File: src/rtl/instr_fetch_unit.sv
// Fetch stage: issues instruction-memory reads at pc, buffers tagged responses in an
// in-order queue and hands them to decode; a flush empties the queue and drops responses still in flight.
module instr_fetch_unit #(
    parameter int unsigned INSTR_ADDR_WIDTH = 20,
    parameter int unsigned INSTR_WIDTH      = 32,
    parameter int unsigned DEPTH            = 4
) (
    input  logic                        clk,
    input  logic                        rst,
    input  logic [INSTR_ADDR_WIDTH-1:0] pc,
    output logic                        pc_en,
    input  logic                        flush,
    input  logic                        halt,
    output logic                        imem_req_valid,
    input  logic                        imem_req_ready,
    output logic [INSTR_ADDR_WIDTH-1:0] imem_req_addr,
    input  logic                        imem_rsp_valid,
    input  logic [INSTR_WIDTH-1:0]      imem_rsp_data,
    output logic                        instr_valid,
    output logic [INSTR_WIDTH-1:0]      instr,
    output logic [INSTR_ADDR_WIDTH-1:0] instr_pc,
    input  logic                        instr_ready
);

    localparam int unsigned PW = $clog2(DEPTH);
    localparam int unsigned CW = $clog2(DEPTH) + 1;
    localparam int unsigned SW = CW + 1;

    logic [INSTR_ADDR_WIDTH-1:0] pc_q   [DEPTH];
    logic [INSTR_WIDTH-1:0]      data_q [DEPTH];
    logic [DEPTH-1:0]            filled_q;

    logic [PW-1:0] alloc_ptr;
    logic [PW-1:0] fill_ptr;
    logic [PW-1:0] head_ptr;
    logic [CW-1:0] cnt;
    logic [CW-1:0] drop_cnt;
    logic [CW-1:0] pend_cnt;
    logic          rst_state;

    logic          accept;
    logic          rsp_live;
    logic          rsp_drop;
    logic          deq;
    logic [SW-1:0] used;
    logic [SW-1:0] drop_flush;

    // Credit covers both live and discarded fetches so total in flight never exceeds DEPTH.
    assign used           = SW'(cnt) + SW'(drop_cnt);
    assign imem_req_valid = !rst_state && !flush && !halt && (used < SW'(DEPTH));
    assign imem_req_addr  = pc;
    assign accept         = imem_req_valid && imem_req_ready;
    assign pc_en          = accept || (flush && !rst);

    assign rsp_drop = imem_rsp_valid && (drop_cnt != '0);
    assign rsp_live = imem_rsp_valid && (drop_cnt == '0) && (cnt != '0);

    assign instr_valid = (cnt != '0) && filled_q[head_ptr];
    assign instr       = data_q[head_ptr];
    assign instr_pc    = pc_q[head_ptr];
    assign deq         = instr_valid && instr_ready && !flush;

    // Everything still outstanding after this cycle's response becomes a discard.
    assign drop_flush = SW'(drop_cnt) + SW'(pend_cnt) - SW'(rsp_live) - SW'(rsp_drop);

    always_ff @(posedge clk or posedge rst) begin
        if (rst) begin
            rst_state <= 1'b1;
            alloc_ptr <= '0;
            fill_ptr  <= '0;
            head_ptr  <= '0;
            cnt       <= '0;
            drop_cnt  <= '0;
            pend_cnt  <= '0;
        end else begin
            rst_state <= 1'b0;
            if (flush) begin
                alloc_ptr <= '0;
                fill_ptr  <= '0;
                head_ptr  <= '0;
                cnt       <= '0;
                pend_cnt  <= '0;
                drop_cnt  <= CW'(drop_flush);
            end else begin
                if (accept) begin
                    alloc_ptr <= alloc_ptr + PW'(1);
                end
                if (rsp_live) begin
                    fill_ptr <= fill_ptr + PW'(1);
                end
                if (deq) begin
                    head_ptr <= head_ptr + PW'(1);
                end
                if (rsp_drop) begin
                    drop_cnt <= drop_cnt - CW'(1);
                end
                cnt      <= cnt + CW'(accept) - CW'(deq);
                pend_cnt <= pend_cnt + CW'(accept) - CW'(rsp_live && (pend_cnt != '0));
            end
        end
    end

    // Entry storage: tail allocation records the pc, fill pointer captures returned data.
    always_ff @(posedge clk or posedge rst) begin
        if (rst) begin
            for (int unsigned i = 0; i < DEPTH; i++) begin
                pc_q[PW'(i)]   <= '0;
                data_q[PW'(i)] <= '0;
            end
            filled_q <= '0;
        end else if (!flush) begin
            if (accept) begin
                pc_q[alloc_ptr]     <= pc;
                filled_q[alloc_ptr] <= 1'b0;
            end
            if (rsp_live) begin
                data_q[fill_ptr]   <= imem_rsp_data;
                filled_q[fill_ptr] <= 1'b1;
            end
        end
    end

    no_orphan_rsp: assert property (@(posedge clk) disable iff (rst)
        !(imem_rsp_valid && (cnt == '0) && (drop_cnt == '0)))
        else $error("instr_fetch_unit: response with nothing outstanding");

endmodule

File: config.mk
export PLATFORM = sky130hd
export DESIGN_NAME = instr_fetch_unit
export DESIGN_NICKNAME = d
export VERILOG_FILES = /design/src/rtl/instr_fetch_unit.sv
export SDC_FILE = /design/constraint.sdc
export NUM_CORES = 1
export LEC_CHECK = 0
export CAP_MARGIN = 10
export CELL_PAD_IN_SITES_DETAIL_PLACEMENT = 2
export CELL_PAD_IN_SITES_GLOBAL_PLACEMENT = 2
export CORE_UTILIZATION = 44
export DETAILED_ROUTE_END_ITERATION = 16
export PLACE_DENSITY = 0.94
export SYNTH_ARGS = -nofsm -noshare
export SYNTH_HDL_FRONTEND = slang
export SYNTH_SLANG_ARGS = --single-unit
File: constraint.sdc
create_clock -name clk -period 13.4 [get_ports clk]
set_clock_uncertainty 0.1 [all_clocks]
set_input_delay 2.01 -clock clk [delete_from_list [all_inputs] [get_ports clk]]
set_output_delay 2.01 -clock clk [all_outputs]
set_load 0.02 [all_outputs]
==> flow_metrics.py <==
metrics = {
    "global_routing": {
        "grt.total_usage": 0.241,
        "grt_pass1_wl_um": 46600,
        "grt_max_degree": 151,
        "grt_pass1_vias": 7627,
        "grt.overflow.total": 0,
        "antenna_found_initial": 0,
    },
    "detailed_routing": {
        "avgRoutedWirePerCell_um": 26.1,
        "antenna_left": 0,
        "drcViolationCount": 0,
        "drt_iter0_drc": 244,
        "vias": 6205,
        "vias_per_cell": 5.55,
        "firstDrtPassIters": 4,
        "routed_wl_um": 29200,
    },
    "synth": {
        "synth_area_um2": 10900,
        "yosysWarnings": 0,
        "synth_cell_types": 46,
        "syn_nets": 747,
        "ys_seq_elements": 228,
        "syn_inst": 665,
        "yosysSeqAreaShare": 0.524,
        "synth.avg_cell_area_um2": 16.4,
    },
    "sta": {
        "tightestPinTransition_ns": 1.07,
        "fin_crit_ns": 6.85,
        "min_period_over_period": 0.511,
        "max_freq_ghz": 0.146,
        "relSlewSlack": 0.286,
        "hold_viol": 0,
        "setup_tns_ns": 0,
        "fin_ws_ns": 6.55,
        "drv_slew": 0,
        "setup_viol": 0,
        "rsz0062_at_grt": "false",
    },
    "place": {
        "io_buffers": 133,
        "dp_hpwl_um": 19000,
        "pre_cts_ws_ns": 6.55,
        "routabilityCongestion": 0.776,
    },
    "hold_path": {
        "hold_path_class": "reg -> reg",
    },
    "clock_tree": {
        "cts_buffers": 26,
        "clock_path_buffers": 3,
        "cts_setup_buffers": 0,
        "cts.reportedPaths.clkPinSlew_ns": 0.06,
        "cts_resized": 0,
        "clock-sinks": 228,
        "cts-hold-fix-buffers": 0,
        "h-tree-depth": 1,
        "cts_tree": "built",
        "clkLatencyLatePin_ns": 0.53,
        "cts_root_buf": "clkbuf_16",
    },
    "worst_setup_path": {
        "r2r_setup_slack_ns": 9.52,
        "cp.required_ns": 11.29,
        "cp-end-kind": "output port",
        "crit_path_max_fanout": 21,
        "startpoint_type": "input port",
        "critPathKind": "in -> out",
        "arrival_ns": 4.74,
    },
    "power_and_ir_drop": {
        "p_leak_nw": 6.28,
        "power.total_mw": 2.18,
        "ir_drop_v": 0.0000926,
        "p_per_area_nw_per_um2": 166,
    },
    "status": {
        "status": "finished, final reports clean",
    },
    "cells_and_area": {
        "drive_gt1_frac": 0.403,
        "layout.nets": 857,
        "antenna_cells": 0,
        "final_cell_mix": "dfrtp_1, mux2_2, clkdlybuf4s50_1",
        "syn2layout_area_growth_pct": 20.9,
        "final_common_cell": "dfrtp_1",
    },
    "run": {
        "max-cap-violations": 0,
    },
    "floorplanning": {
        "dieArea_um2": 25400,
        "start_util": 0.448,
        "row_count": 57,
        "ios": 134,
        "core-area_um2": 24300,
        "die_h_um": 159,
        "die_w_um": 159,
    },
}
[worst max-delay path, cell delays in order]
cell and delay (ns):
clkdlybuf4s50_1 0.85, nor4_4 0.65, nand4_1 0.38, o21ai_0 0.20, clkdlybuf4s50_1 0.63
[worst paths after layout]
kind	startpoint	end	cells past startpoint
hold reg to reg	pc_q[64]	pc_q[64]	1
setup / recovery	flush	pc_en	5
setup reg to reg	head_ptr[1]	cnt[2]	11
min in group asynchronous	rst	pc_q[38]	2
max in group asynchronous	rst	head_ptr[0]	3
hold / removal	pc_q[64]	pc_q[64]	1
[synthesized netlist by cell type, drive strengths merged]
master	count	area share
a2111oi	1	0.00080
a211oi	1	0.00069
a21bo	3	0.0028
a21oi	4	0.0018
a31oi	1	0.00057
a32oi	1	0.00080
and2	3	0.0017
and3	3	0.0017
and4b	2	0.0020
and4bb	1	0.0011
buf	51	0.039
clkbuf	6	0.0024
conb	1	0.00034
dfrtp	227	0.52
dfstp	1	0.0024
fa	5	0.0092
ha	18	0.021
inv	20	0.0069
mux2	211	0.24
mux2i	2	0.0018
mux4	52	0.11
nand2	5	0.0017
nand2b	2	0.0011
nand3	6	0.0074
nand3b	1	0.00069
nand4	5	0.0046
nor2	9	0.0031
nor2b	5	0.0029
nor3	3	0.0014
nor4	1	0.0020
o21ai	4	0.0018
o31a	1	0.00080
o31ai	1	0.00069
or3	2	0.0011
xnor2	3	0.0024
xor2	2	0.0016
xor3	1	0.0022
[kinds of logic after synthesis]
kind of cell,share of synthesized area
flops,0.524
compound gates,0.0108
mux,0.348
fa+ha+maj,0.0299
other cells,0.000344
simple gates,0.0325
buf+inv,0.0487
xor+xnor,0.00620
[per-stage QoR]
step | util | area, um^2 | hold WS [ns] | instances
after detailed placement | 0.503 | 12200 | 0.379 | 1071
after global placement | 0.503 | 12200 | 0.364 | 1071
final | 0.541 | 13200 | 0.393 | 1119
after global routing | 0.541 | 13200 | 0.409 | 1119
after floorplan | - | 10900 | 0.353 | 665
after CTS | 0.541 | 13200 | 0.398 | 1119
[cell type report]
type / instances / area (um^2)
clock inverters: 13 / 168
repair buffers: 139 / 1380
well taps: 324 / 405
flip-flops and latches: 228 / 5710
inverters: 20 / 82.6
multi-input cells: 360 / 4650
fillers: 2089 / 11200
clock buffers: 35 / 766
[flip-flops by register name, indices dropped and copies added, names as in the netlist]
| signal | flops |
|---|---|
| pc_q | 80 |
| filled_q | 4 |
| pend_cnt | 3 |
| head_ptr | 2 |
| alloc_ptr | 2 |
| drop_cnt | 3 |
| data_q | 128 |
| rst_state | 1 |
| fill_ptr | 2 |
| cnt | 3 |
[power by group]
| part | internal (mW) | total (mW) | switching, mW |
|---|---|---|---|
| logic | 0.299 | 0.576 | 0.277 |
| registers | 0.772 | 0.840 | 0.0684 |
| clock network | 0.476 | 0.765 | 0.289 |
| total | 1.55 | 2.18 | 0.633 |
[routing by layer]
metal | vias up | part of all wire | GRT usage
met5 | - | 0 | 0
li1 | 2632 | - | -
met4 | 0 | 0.026 | 0.0760
met1 | 3375 | 0.38 | 0.279
met2 | 151 | 0.56 | 0.458
met3 | 47 | 0.032 | 0.0318
Power figures use the tool's default switching activity.
